===== src/rtl/reg_wb_file_if.sv =====
// Bus between decode/execute/load paths and the write-back register file.
// Handshake: a load transfers on a rising edge where LD_VALID && LD_READY;
// the load source must hold LD_REG/LD_DATA stable while LD_VALID is high.
// The execute path has no ready: EX_VALID is accepted on every edge.
interface reg_wb_file_if;
  logic        ISSUE_VALID;
  logic [2:0]  ISSUE_REG;
  logic        EX_VALID;
  logic [2:0]  EX_REG;
  logic [15:0] EX_DATA;
  logic [1:0]  EX_MODE;
  logic        LD_VALID;
  logic        LD_READY;
  logic [2:0]  LD_REG;
  logic [15:0] LD_DATA;
  logic [15:0] REG_0;
  logic [15:0] REG_1;
  logic [15:0] REG_2;
  logic [15:0] REG_3;
  logic [15:0] REG_4;
  logic [15:0] REG_5;
  logic [15:0] REG_6;
  logic [15:0] REG_7;
  logic [7:0]  BUSY;
  logic        ERR;

  modport master (
    output ISSUE_VALID, ISSUE_REG, EX_VALID, EX_REG, EX_DATA, EX_MODE,
           LD_VALID, LD_REG, LD_DATA,
    input  LD_READY, REG_0, REG_1, REG_2, REG_3, REG_4, REG_5, REG_6, REG_7,
           BUSY, ERR
  );

  modport slave (
    input  ISSUE_VALID, ISSUE_REG, EX_VALID, EX_REG, EX_DATA, EX_MODE,
           LD_VALID, LD_REG, LD_DATA,
    output LD_READY, REG_0, REG_1, REG_2, REG_3, REG_4, REG_5, REG_6, REG_7,
           BUSY, ERR
  );
endinterface


===== src/rtl/reg_wb_file.sv =====
// Write-back stage and 8 x 16-bit architectural register file.
// One commit per cycle: execute first, then a parked load, then a direct
// load. A one-entry holding buffer parks a load that loses to execute.
module reg_wb_file (
  input  logic          CLK_WB,
  input  logic          N_RST,
  reg_wb_file_if.slave  bus
);

  logic [15:0] rf_q [8];
  logic [7:0]  busy_q;
  logic [7:0]  busy_d;
  logic        err_q;
  logic        hold_full_q;
  logic        hold_full_d;
  logic [2:0]  hold_reg_q;
  logic [15:0] hold_data_q;
  logic        ld_ready_q;
  logic        ld_xfer;

  logic        c_valid;
  logic [2:0]  c_reg;
  logic [15:0] c_data;
  logic [1:0]  c_mode;
  logic [15:0] c_old;
  logic [15:0] c_wdata;

  // LD_READY is registered and always equals the inverse of the buffer state.
  assign ld_xfer = bus.LD_VALID & ld_ready_q;

  // Pick the single result that commits this cycle.
  always_comb begin
    c_valid = 1'b0;
    c_reg   = 3'd0;
    c_data  = 16'h0000;
    c_mode  = 2'b00;
    if (bus.EX_VALID) begin
      c_valid = 1'b1;
      c_reg   = bus.EX_REG;
      c_data  = bus.EX_DATA;
      c_mode  = bus.EX_MODE;
    end else if (hold_full_q) begin
      c_valid = 1'b1;
      c_reg   = hold_reg_q;
      c_data  = hold_data_q;
    end else if (ld_xfer) begin
      c_valid = 1'b1;
      c_reg   = bus.LD_REG;
      c_data  = bus.LD_DATA;
    end
  end

  // Merge the committed data into the target register by write mode.
  always_comb begin
    c_old   = rf_q[c_reg];
    c_wdata = c_old;
    case (c_mode)
      2'b00:   c_wdata = c_data;
      2'b01:   c_wdata = {c_old[15:8], c_data[7:0]};
      2'b10:   c_wdata = {c_data[7:0], c_old[7:0]};
      default: c_wdata = c_old;
    endcase
  end

  // Scoreboard and buffer next state; an issue in the same cycle as a
  // commit to the same register wins, since the newer write is outstanding.
  always_comb begin
    busy_d = busy_q;
    if (c_valid) busy_d[c_reg] = 1'b0;
    if (bus.ISSUE_VALID) busy_d[bus.ISSUE_REG] = 1'b1;
    hold_full_d = hold_full_q;
    if (bus.EX_VALID && ld_xfer) hold_full_d = 1'b1;
    else if (!bus.EX_VALID && hold_full_q) hold_full_d = 1'b0;
  end

  // State update; reset discards any parked load and all pending state.
  always_ff @(posedge CLK_WB) begin
    if (!N_RST) begin
      for (int i = 0; i < 8; i++) rf_q[i] <= 16'h0000;
      busy_q      <= 8'h00;
      err_q       <= 1'b0;
      hold_full_q <= 1'b0;
      hold_reg_q  <= 3'd0;
      hold_data_q <= 16'h0000;
      ld_ready_q  <= 1'b1;
    end else begin
      if (c_valid) rf_q[c_reg] <= c_wdata;
      if (c_valid && !busy_q[c_reg]) err_q <= 1'b1;
      busy_q      <= busy_d;
      hold_full_q <= hold_full_d;
      ld_ready_q  <= ~hold_full_d;
      if (bus.EX_VALID && ld_xfer) begin
        hold_reg_q  <= bus.LD_REG;
        hold_data_q <= bus.LD_DATA;
      end
    end
  end

  assign bus.LD_READY = ld_ready_q;
  assign bus.BUSY     = busy_q;
  assign bus.ERR      = err_q;
  assign bus.REG_0    = rf_q[0];
  assign bus.REG_1    = rf_q[1];
  assign bus.REG_2    = rf_q[2];
  assign bus.REG_3    = rf_q[3];
  assign bus.REG_4    = rf_q[4];
  assign bus.REG_5    = rf_q[5];
  assign bus.REG_6    = rf_q[6];
  assign bus.REG_7    = rf_q[7];

endmodule


===== src/flat_wrapper.sv =====
// flat-port wrapper written by rule: the top's interface ports become plain ports
module reg_wb_file_flat 
  (CLK_WB, N_RST, bus_ISSUE_VALID, bus_ISSUE_REG, bus_EX_VALID, bus_EX_REG, bus_EX_DATA, bus_EX_MODE, bus_LD_VALID, bus_LD_REG, bus_LD_DATA, bus_LD_READY, bus_REG_0, bus_REG_1, bus_REG_2, bus_REG_3, bus_REG_4, bus_REG_5, bus_REG_6, bus_REG_7, bus_BUSY, bus_ERR);
  reg_wb_file_if bus_i ();
  input  logic CLK_WB;
  input  logic N_RST;
  input wire logic [$bits(bus_i.ISSUE_VALID)-1:0] bus_ISSUE_VALID;
  input wire logic [$bits(bus_i.ISSUE_REG)-1:0] bus_ISSUE_REG;
  input wire logic [$bits(bus_i.EX_VALID)-1:0] bus_EX_VALID;
  input wire logic [$bits(bus_i.EX_REG)-1:0] bus_EX_REG;
  input wire logic [$bits(bus_i.EX_DATA)-1:0] bus_EX_DATA;
  input wire logic [$bits(bus_i.EX_MODE)-1:0] bus_EX_MODE;
  input wire logic [$bits(bus_i.LD_VALID)-1:0] bus_LD_VALID;
  input wire logic [$bits(bus_i.LD_REG)-1:0] bus_LD_REG;
  input wire logic [$bits(bus_i.LD_DATA)-1:0] bus_LD_DATA;
  output wire logic [$bits(bus_i.LD_READY)-1:0] bus_LD_READY;
  output wire logic [$bits(bus_i.REG_0)-1:0] bus_REG_0;
  output wire logic [$bits(bus_i.REG_1)-1:0] bus_REG_1;
  output wire logic [$bits(bus_i.REG_2)-1:0] bus_REG_2;
  output wire logic [$bits(bus_i.REG_3)-1:0] bus_REG_3;
  output wire logic [$bits(bus_i.REG_4)-1:0] bus_REG_4;
  output wire logic [$bits(bus_i.REG_5)-1:0] bus_REG_5;
  output wire logic [$bits(bus_i.REG_6)-1:0] bus_REG_6;
  output wire logic [$bits(bus_i.REG_7)-1:0] bus_REG_7;
  output wire logic [$bits(bus_i.BUSY)-1:0] bus_BUSY;
  output wire logic [$bits(bus_i.ERR)-1:0] bus_ERR;
  assign bus_i.ISSUE_VALID = bus_ISSUE_VALID;
  assign bus_i.ISSUE_REG = bus_ISSUE_REG;
  assign bus_i.EX_VALID = bus_EX_VALID;
  assign bus_i.EX_REG = bus_EX_REG;
  assign bus_i.EX_DATA = bus_EX_DATA;
  assign bus_i.EX_MODE = bus_EX_MODE;
  assign bus_i.LD_VALID = bus_LD_VALID;
  assign bus_i.LD_REG = bus_LD_REG;
  assign bus_i.LD_DATA = bus_LD_DATA;
  assign bus_LD_READY = bus_i.LD_READY;
  assign bus_REG_0 = bus_i.REG_0;
  assign bus_REG_1 = bus_i.REG_1;
  assign bus_REG_2 = bus_i.REG_2;
  assign bus_REG_3 = bus_i.REG_3;
  assign bus_REG_4 = bus_i.REG_4;
  assign bus_REG_5 = bus_i.REG_5;
  assign bus_REG_6 = bus_i.REG_6;
  assign bus_REG_7 = bus_i.REG_7;
  assign bus_BUSY = bus_i.BUSY;
  assign bus_ERR = bus_i.ERR;
  reg_wb_file u_core (.CLK_WB(CLK_WB), .N_RST(N_RST), .bus(bus_i));
endmodule

===== config.mk =====
export PLATFORM = sky130hd
export DESIGN_NAME = reg_wb_file_flat
export DESIGN_NICKNAME = d
export VERILOG_FILES = /design/src/rtl/reg_wb_file_if.sv /design/src/rtl/reg_wb_file.sv /design/src/flat_wrapper.sv
export SDC_FILE = /design/constraint.sdc
export NUM_CORES = 1
export LEC_CHECK = 0
export ABC_AREA = 1
export BUFFER_PORTS_ARGS = -buffer_cell sky130_fd_sc_hd__buf_2
export CAP_MARGIN = 40
export CORE_ASPECT_RATIO = 0.8
export CORE_MARGIN = 3
export CORE_UTILIZATION = 30
export DETAILED_ROUTE_END_ITERATION = 7
export REMOVE_ABC_BUFFERS = 1
export SYNTH_ARGS = -nofsm -noshare
export SYNTH_HDL_FRONTEND = slang
export SYNTH_SLANG_ARGS = --single-unit

===== constraint.sdc =====
create_clock -name CLK_WB -period 2 [get_ports CLK_WB]
set_input_delay 0.2 -clock CLK_WB [delete_from_list [all_inputs] [get_ports CLK_WB]]
set_output_delay 0.2 -clock CLK_WB [all_outputs]
set_load 0.02 [all_outputs]

# After elaboration in Yosys (flattened, before gate mapping)
# Memory sizes are Yosys's and may differ from the RTL's.
# Index checks and enable logic that the tools add are counted.
# word_totals
ram_bits	128
word_cells	61
reg_bits	30
input_bits	48
n_memories	1
out_inout_bits	138
# op_classes
n_reduce_logical	11
bitwise_logic	5
muxes	28
magnitude_cmp	4
eq_ne	6
# mem_list
name	words	word_bits	read_ports	rd_ports_with_merged_regs	write_ports	line	text
u_core.rf_q	8	16	8	0	8	reg_wb_file.sv:10	logic [15:0] rf_q [8];
# op_table
op	n
16-bit 2-to-1 mux	4
16-bit case mux with 3 select lines	1
8-bit 2-to-1 mux	2
16-bit OR reduction	1
1-bit 2-to-1 mux	12
3-bit 2-to-1 mux	4
8-bit AND	1
3-bit by 4-bit less-than comparator with 1-bit output (second input constant)	2
8-bit inverter	1
8-bit bitwise OR	1
1-bit demux with 3-bit select	2
3-bit by 1-bit greater-or-equal comparator with 1-bit output (second input constant)	2
3-bit != test (second input constant)	2
3-bit AND reduction	2
1-bit logical AND	5
2-bit 2-to-1 mux	2
1-bit binary-select mux with 3-bit select	1
2-bit by 1-bit equality test with 1-bit output (second input constant)	1
2-bit equality test (second input constant)	1
1-bit logical NOT	2
2-bit logical NOT	1
1-bit != test (second input constant)	2
1-bit AND	1
1-bit inverter	1

# Depth between registers and ports, before layout
# Gate-level depths: netlist of the first run.
# logic_depth
word_depth	13
mapped_depth	12
mapped_depth_nobuf	12

# Worst setup path before layout of the first run
# OpenSTA, ideal clock, no wires.
# synth_timing
kind	reg2reg
from	reg u_core.ld_ready_q, in the netlist u_core.bus.LD_READY
to	mem u_core.rf_q[5][10], enable pin
arrival_ns	1.534
stages_incl_launch_ff	9
setup_ns	0.329
required_time_ns	1.671
path_slack_ns	0.137
period_less_slack_ns	1.863
n_path_buf	0
path_cell_list	dfxtp_1 nand2_1 inv_2 nand2_1 a21oi_2 nand3_1 inv_1 nand2_2 nand2_1
# synth_lines
item	line	text
start, declared	reg_wb_file.sv:18	logic ld_ready_q;
start signal, assigned	reg_wb_file.sv:91	ld_ready_q <= ~hold_full_d;
end, declared	reg_wb_file.sv:10	

==> results of run 1 <==
layout make-up:
class	instances	area (sq um)
clock buffer	18	429.2
timing repair buffer	246	1534
inverter	30	112.6
clock inverter	14	175.2
tap	269	336.6
sequential	158	4448
fill	2008	11850
multi-input combinational	385	1878
cell usage after synthesis:
| library cell | count | area share, % |
|---|---|---|
| inv_2 | 9 | 0.53 |
| nand2_2 | 16 | 1.6 |
| nand2_1 | 99 | 5.8 |
| nand3_1 | 29 | 2.3 |
| clkinv_1 | 1 | 0.059 |
| a211oi_1 | 4 | 0.47 |
| nor2_1 | 144 | 8.5 |
| nand4_1 | 10 | 0.98 |
| buf_2 | 6 | 0.47 |
| nand3_2 | 2 | 0.31 |
| clkbuf_1 | 5 | 0.29 |
| a31oi_1 | 4 | 0.39 |
| dfxtp_1 | 30 | 9.4 |
| edfxtp_1 | 128 | 60 |
| o21ai_1 | 1 | 0.078 |
| a21oi_1 | 47 | 3.7 |
| buf_1 | 5 | 0.29 |
| inv_1 | 20 | 1.2 |
| nand3b_1 | 1 | 0.12 |
| or2_1 | 1 | 0.098 |
| a21oi_2 | 3 | 0.41 |
| mux2i_1 | 4 | 0.63 |
| nor2_4 | 2 | 0.35 |
| o21ai_0 | 15 | 1.2 |
| ha_1 | 2 | 0.39 |
| or2_2 | 1 | 0.098 |
| buf_4 | 1 | 0.12 |
cells by family (layout without fill, tap and decap cells):
kind of cell             after synthesis  in the layout  synth area share [%]
flip-flops                           158            158                 69.70
AO/OA/AOI/OAI                         74             74                 6.221
AND/OR/NAND/NOR                      305            305                 20.11
multiplexers                           4              4                0.6280
adder cells (fa/ha/maj)                2              2                0.3924
buffers and inverters                 47            308                 2.943
routing by layer:
layer,global-route usage (%),vias to the layer above
met2,25.33,244
met1,25.14,2461
met5,0,-
li1,-,2513
met3,4.273,15
met4,3.876,0
registers in the layout (all words and copies together) (netlist names):
name                 cells
u_core.hold_full_q       1
u_core.bus.LD_READY      1
u_core.hold_data_q      16
u_core.bus.BUSY          8
u_core.rf_q            128
u_core.hold_reg_q        3
u_core.bus.ERR           1
repair_timing:
action                     CTS  global route
setup buffers                0             0
setup endpoints to repair  113           249
gates resized for setup     15            24
pin swaps                    0             0
report_power, final:
part | total [uW] | switching (uW) | internal (uW)
clock network | 3330 | 1440 | 1890
logic | 1160 | 774 | 390
registers | 3780 | 62.9 | 3720
worst reg2reg max path, stage by stage, from the launching register on:
cell and delay (ns):
dfxtp_4 0.36, buf_4 0.16, a21oi_2 0.22, nand2_1 0.13, nand2_2 0.18, nand2_1 0.14
inv_2 0.10, nand2_2 0.05, nand2_1 0.11, buf_12 0.14
path summary, 6_finish.rpt:
path,start,to,slack (ns),cells past startpoint
hold / removal,bus_LD_DATA[5],u_core.hold_data_q[5],0.06,3
hold reg to reg,u_core.bus.ERR,u_core.bus.ERR,0.45,2
setup reg to reg,u_core.hold_full_q,u_core.rf_q[0][2],0.12,9
setup / recovery,u_core.hold_full_q,u_core.rf_q[0][2],0.12,9
per-stage QoR:
step / total power [uW] / worst slack, ns
floorplan: 4385 / -0.3648
global placement: 4982 / -0.1638
detailed placement: 4994 / -0.2505
CTS: 8313 / 0.002002
global route: 8568 / -0.01961
finish: 8281 / 0.1237
==> results.sh, run 1 <==
export IMPL_dpl_hpwl_mm=14.40
export IMPL_hold_buffers=0
export IMPL_mostFrequentLayoutCells="185 x buf_2, 141 x nor2_1, 128 x edfxtp_1"
export IMPL_antenna_found_initial=0
export IMPL_worstPathMaxFanout=9
export IMPL_grt_overflow_total=0
export IMPL_drt_initial_drc_count=535
export IMPL_finalCriticalPeriod_ns=1.876
export IMPL_synth_area_sq_um=6376
export IMPL_hold_violations=0
export IMPL_htreeDepth=4
export IMPL_post_route_util_pct=42.94
export IMPL_vdd_ir_drop_max_v=0.0005005
export IMPL_synthCells=590
export IMPL_synth_avg_cell_area_sq_um=10.81
export IMPL_cts_root_buf="clkbuf_16"
export IMPL_maxSlewHeadroom_pct=65.30
export IMPL_wl_met1_mm=9.348
export IMPL_synth_seq_cells=158
export IMPL_ant_nets=0
export IMPL_cp_cell_sequence="buf_4 -> a21oi_2 -> nand2_1 -> nand2_2 -> nand2_1 -> inv_2 -> nand2_2 -> nand2_1 -> buf_12"
export IMPL_seq_area_frac_synth_pct=69.70
export IMPL_yosys_cell_types_count=27
export IMPL_status="completed"
export IMPL_worstMarginPinSlew_ns=0.5205
export IMPL_met2_length_mm=8.435
export IMPL_start_util_pct=30.72
export IMPL_cts_tree="built"
export IMPL_gp_congestion=0.8886
export IMPL_routed_top_layer="met4"
export IMPL_cp_end_kind="flop"
export IMPL_antenna_cells=0
export IMPL_setup_tns_ns=0
export IMPL_core_area_sq_um=20760
export IMPL_met3WireLength_mm=1.735
export IMPL_path_common_cell="nand2_1"
export IMPL_routed_wl_mm=19.69
export IMPL_fin_crit_sh_pct=93.81
export IMPL_drc=0
export IMPL_placementRows=47
export IMPL_dieHeight_um=136.4
export IMPL_place_inst=1088
export IMPL_leakagePower_uw=0.003759
export IMPL_skew_ns=0.01208
export IMPL_drive_gt1_share_pct=39.48
export IMPL_grt_pass1_vias=5012
export IMPL_power_density_nw_per_um2=929.1
export IMPL_cpMaxStageDelayCell="dfxtp_4"
export IMPL_vias=5233
export IMPL_syn_to_final_growth_pct=39.80
export IMPL_clk_path_buf_depth=2
export IMPL_critPathKind="flop to flop"
export IMPL_rsz0062_at_grt="true"
export IMPL_grt_pass1_wl_mm=29.44
export IMPL_crit_arrival_ns=2.01
export IMPL_grt_max_degree=28
export IMPL_crit_family="simple AND/OR/NAND/NOR gates"
export IMPL_setup_viol=0
export IMPL_max_cap_violations=0
export IMPL_vias_per_cell=4.672
export IMPL_min_path_type="input pin to flop"
export IMPL_startpoint_type="flop"
export IMPL_cts_sinks=158
export IMPL_final_cells=1120
export IMPL_max_freq_mhz=533.0
export IMPL_slew_violations=0
export IMPL_stdcell_area_sq_um=8914
export IMPL_hold_ws_ns=0.06228
export IMPL_clock_latency_ns=0.42
export IMPL_path_buf_inv=3
export IMPL_io_buffer_count=185
export IMPL_nNetsFinal=888
export IMPL_numCtsBuffers=17
export IMPL_wl_per_cell_um=17.58
export IMPL_yosys_warnings=0
export IMPL_first_pass_iters=5
export IMPL_die_w_um=169.0
export IMPL_post_dp_cell_area_sq_um=8172
export IMPL_grtUsageTotal_pct=17.04
export IMPL_final_common_cell="buf_2"
export IMPL_required_ns=2.14
export IMPL_die_area_sq_um=23050
export IMPL_slowest_delay_ns=0.36
export IMPL_ioPinCount=186
export IMPL_clkSlewWorstSetupHoldPaths_ns=0.07
(Power assumes the default switching activity.)
==> inputs of run 2 (changes only) <==
--- a/config.mk
+++ b/config.mk
@@ -12,6 +12,7 @@
 export CORE_MARGIN = 3
 export CORE_UTILIZATION = 30
 export DETAILED_ROUTE_END_ITERATION = 7
+export PLACE_DENSITY = 0.49
 export REMOVE_ABC_BUFFERS = 1
 export SYNTH_ARGS = -nofsm -noshare
 export SYNTH_HDL_FRONTEND = slang
==> run 2 against run 1 <==
Clock skew down 0.0014 ns. Die area did not move. Power down 4.3%. Worst hold slack worse by 0.0082 ns. Highest routed layer unchanged. Combinational power is essentially flat. Critical endpoint is now u_core.rf_q[5][7]. Sequential power hardly changed. Cell count down 0.18%.
==> results.sh, run 2 (same netlist as run 1, synthesis figures left out) <==
export IMPL_htreeDepth=4
export IMPL_skew_ns=0.01065
export IMPL_drive_gt1_share_pct=38.40
export IMPL_leakagePower_uw=0.003706
export IMPL_hold_start="bus_LD_REG[1]"
export IMPL_min_path_type="input pin to flop"
export IMPL_crit_arrival_ns=2.02
export IMPL_r2r_setup_slack_ns=0.12
export IMPL_die_area_sq_um=23050
export IMPL_holdPathStages=3
export IMPL_cts_resized_gates=1
export IMPL_slew_violations=0
export IMPL_hold_buffers=0
export IMPL_largest_register_ffs=128
export IMPL_dpl_worst_slack_ns=-0.08249
export IMPL_wl_per_cell_um=17.61
export IMPL_startpoint_type="flop"
export IMPL_cts_root_buf="clkbuf_16"
export IMPL_hold_ws_ns=0.05403
export IMPL_intPower_uw=5710
export IMPL_p_switching_uw=2219
export IMPL_worstMarginPinSlew_ns=0.3820
export IMPL_largest_register="u_core.rf_q"
export IMPL_setup_viol=0
export IMPL_cpMaxStageDelayCell="dfxtp_1"
export IMPL_cts_tree="built"
export IMPL_vias=5104
export IMPL_required_ns=2.14
export IMPL_grt_pass1_wl_mm=29.63
export IMPL_clk_path_buf_depth=2
export IMPL_vdd_ir_drop_max_v=0.0003934
export IMPL_cp_cell_sequence="inv_1 -> buf_4 -> nand2_1 -> nand3_1 -> nand3_4 -> buf_4 -> nand3_1 -> inv_2 -> nand2_2 -> nand2_1 -> buf_12"
export IMPL_reg2reg_depth=11
export IMPL_start_util_pct=30.72
export IMPL_first_pass_iters=4
export IMPL_p_sw_share_pct=27.99
export IMPL_die_w_um=169.0
export IMPL_clock_latency_ns=0.43
export IMPL_post_cts_buffers=0
export IMPL_met2_length_mm=8.868
export IMPL_mostFrequentLayoutCells="185 x buf_2, 142 x nor2_1, 128 x edfxtp_1"
export IMPL_drt_initial_drc_count=418
export IMPL_status="completed"
export IMPL_antenna_found_initial=0
export IMPL_core_area_sq_um=20760
export IMPL_cp_end_kind="flop"
export IMPL_grt_pass1_vias=5086
export IMPL_met3WireLength_mm=1.340
export IMPL_cts_sinks=158
export IMPL_final_common_cell="buf_2"
export IMPL_place_inst=1087
export IMPL_crit_path_start="u_core.hold_full_q"
export IMPL_wl_met1_mm=9.294
export IMPL_slowest_delay_ns=0.35
export IMPL_hold_path_end="u_core.hold_reg_q[1]"
export IMPL_routed_top_layer="met4"
export IMPL_dieHeight_um=136.4
export IMPL_io_buffer_count=185
export IMPL_critPathKind="flop to flop"
export IMPL_antenna_cells=0
export IMPL_max_freq_mhz=532.5
export IMPL_nNetsFinal=887
export IMPL_placementRows=47
export IMPL_ioPinCount=186
export IMPL_clockPowerShare_pct=37.8
export IMPL_grt_max_degree=28
export IMPL_drc=0
export IMPL_clkSlewWorstSetupHoldPaths_ns=0.07
export IMPL_gp_congestion=0.8750
export IMPL_fin_crit_sh_pct=93.90
export IMPL_fin_ws_ns=0.1219
export IMPL_numCtsBuffers=17
export IMPL_hold_violations=0
export IMPL_setup_tns_ns=0
export IMPL_maxSlewHeadroom_pct=74.53
export IMPL_seqPwrFrac_pct=47.7
export IMPL_p_comb_share_pct=14.5
export IMPL_power_density_nw_per_um2=907.3
export IMPL_grtUsageTotal_pct=17.24
export IMPL_routed_wl_mm=19.69
export IMPL_finalCriticalPeriod_ns=1.878
export IMPL_ant_nets=0
export IMPL_reg2reg_from="u_core.hold_full_q"
export IMPL_rsz0062_at_grt="true"
export IMPL_grt_overflow_total=0
export IMPL_worstPathMaxFanout=8
export IMPL_post_route_util_pct=42.10
export IMPL_syn_to_final_growth_pct=37.05
export IMPL_max_cap_violations=0
export IMPL_final_cells=1118
export IMPL_r2r_end="u_core.rf_q[5][7]"
export IMPL_dpl_hpwl_mm=14.36
export IMPL_vias_per_cell=4.565
-- run 2: cell count changes in the layout (fill, tap and decap cells not counted), sizes merged --
cell / before / now
clkinv: 6 / 7
bufinv: 2 / 0
inv: 35 / 37
buf: 246 / 245
clkbuf: 18 / 17
clkinvlp: 1 / 0
-- run 2: worst max path at each step --
stage / slack (ns) / to
final: 0.12 / u_core.rf_q[5][7]
after global routing: -0.02 / u_core.rf_q[0][1]
after CTS: 0.03 / u_core.rf_q[6][13]
after detailed placement: -0.08 / u_core.rf_q[6][3]
after global placement: -0.12 / u_core.rf_q[3][11]
after floorplan: -0.36 / u_core.rf_q[4][10]
-- run 2: area by class of cell --
| cell class | instances | area (sq um) |
|---|---|---|
| Tap cell | 269 | 336.6 |
| Clock inverter | 14 | 105.1 |
| Inverter | 30 | 112.6 |
| Fill cell | 2047 | 12020 |
| Sequential cell | 158 | 4444 |
| Clock buffer | 17 | 425.4 |
| Timing Repair Buffer | 245 | 1514 |
| Multi-Input combinational cell | 385 | 1800 |
-- run 2: power by group through the flow --
stage	clock network (uW)	registers [uW]	logic (uW)
floorplan	0	4050	338
global placement	0	3860	1140
detailed placement	0	3860	1140
CTS	3050	3790	1150
global route	3200	3800	1240
finish	3000	3780	1150
-- run 2: layer usage --
layer | up-vias | global-route usage [%]
met2 | 179 | 26.07
li1 | 2509 | -
met1 | 2405 | 24.81
met3 | 11 | 4.738
met5 | - | 0
met4 | 0 | 3.921
-- run 2: per-stage QoR --
step	area (sq um)	power, uW
floorplan	6301	4385
global placement	8144	4999
detailed placement	8152	5001
CTS	8685	7983
global route	8738	8234
finish	8738	7929
-- run 2: worst max-delay path: cells and delay by family, from the launching register on --
family / cells / cell delay, ns
simple gates: 6 / 0.59
flops: 1 / 0.35
buf+inv: 5 / 0.66
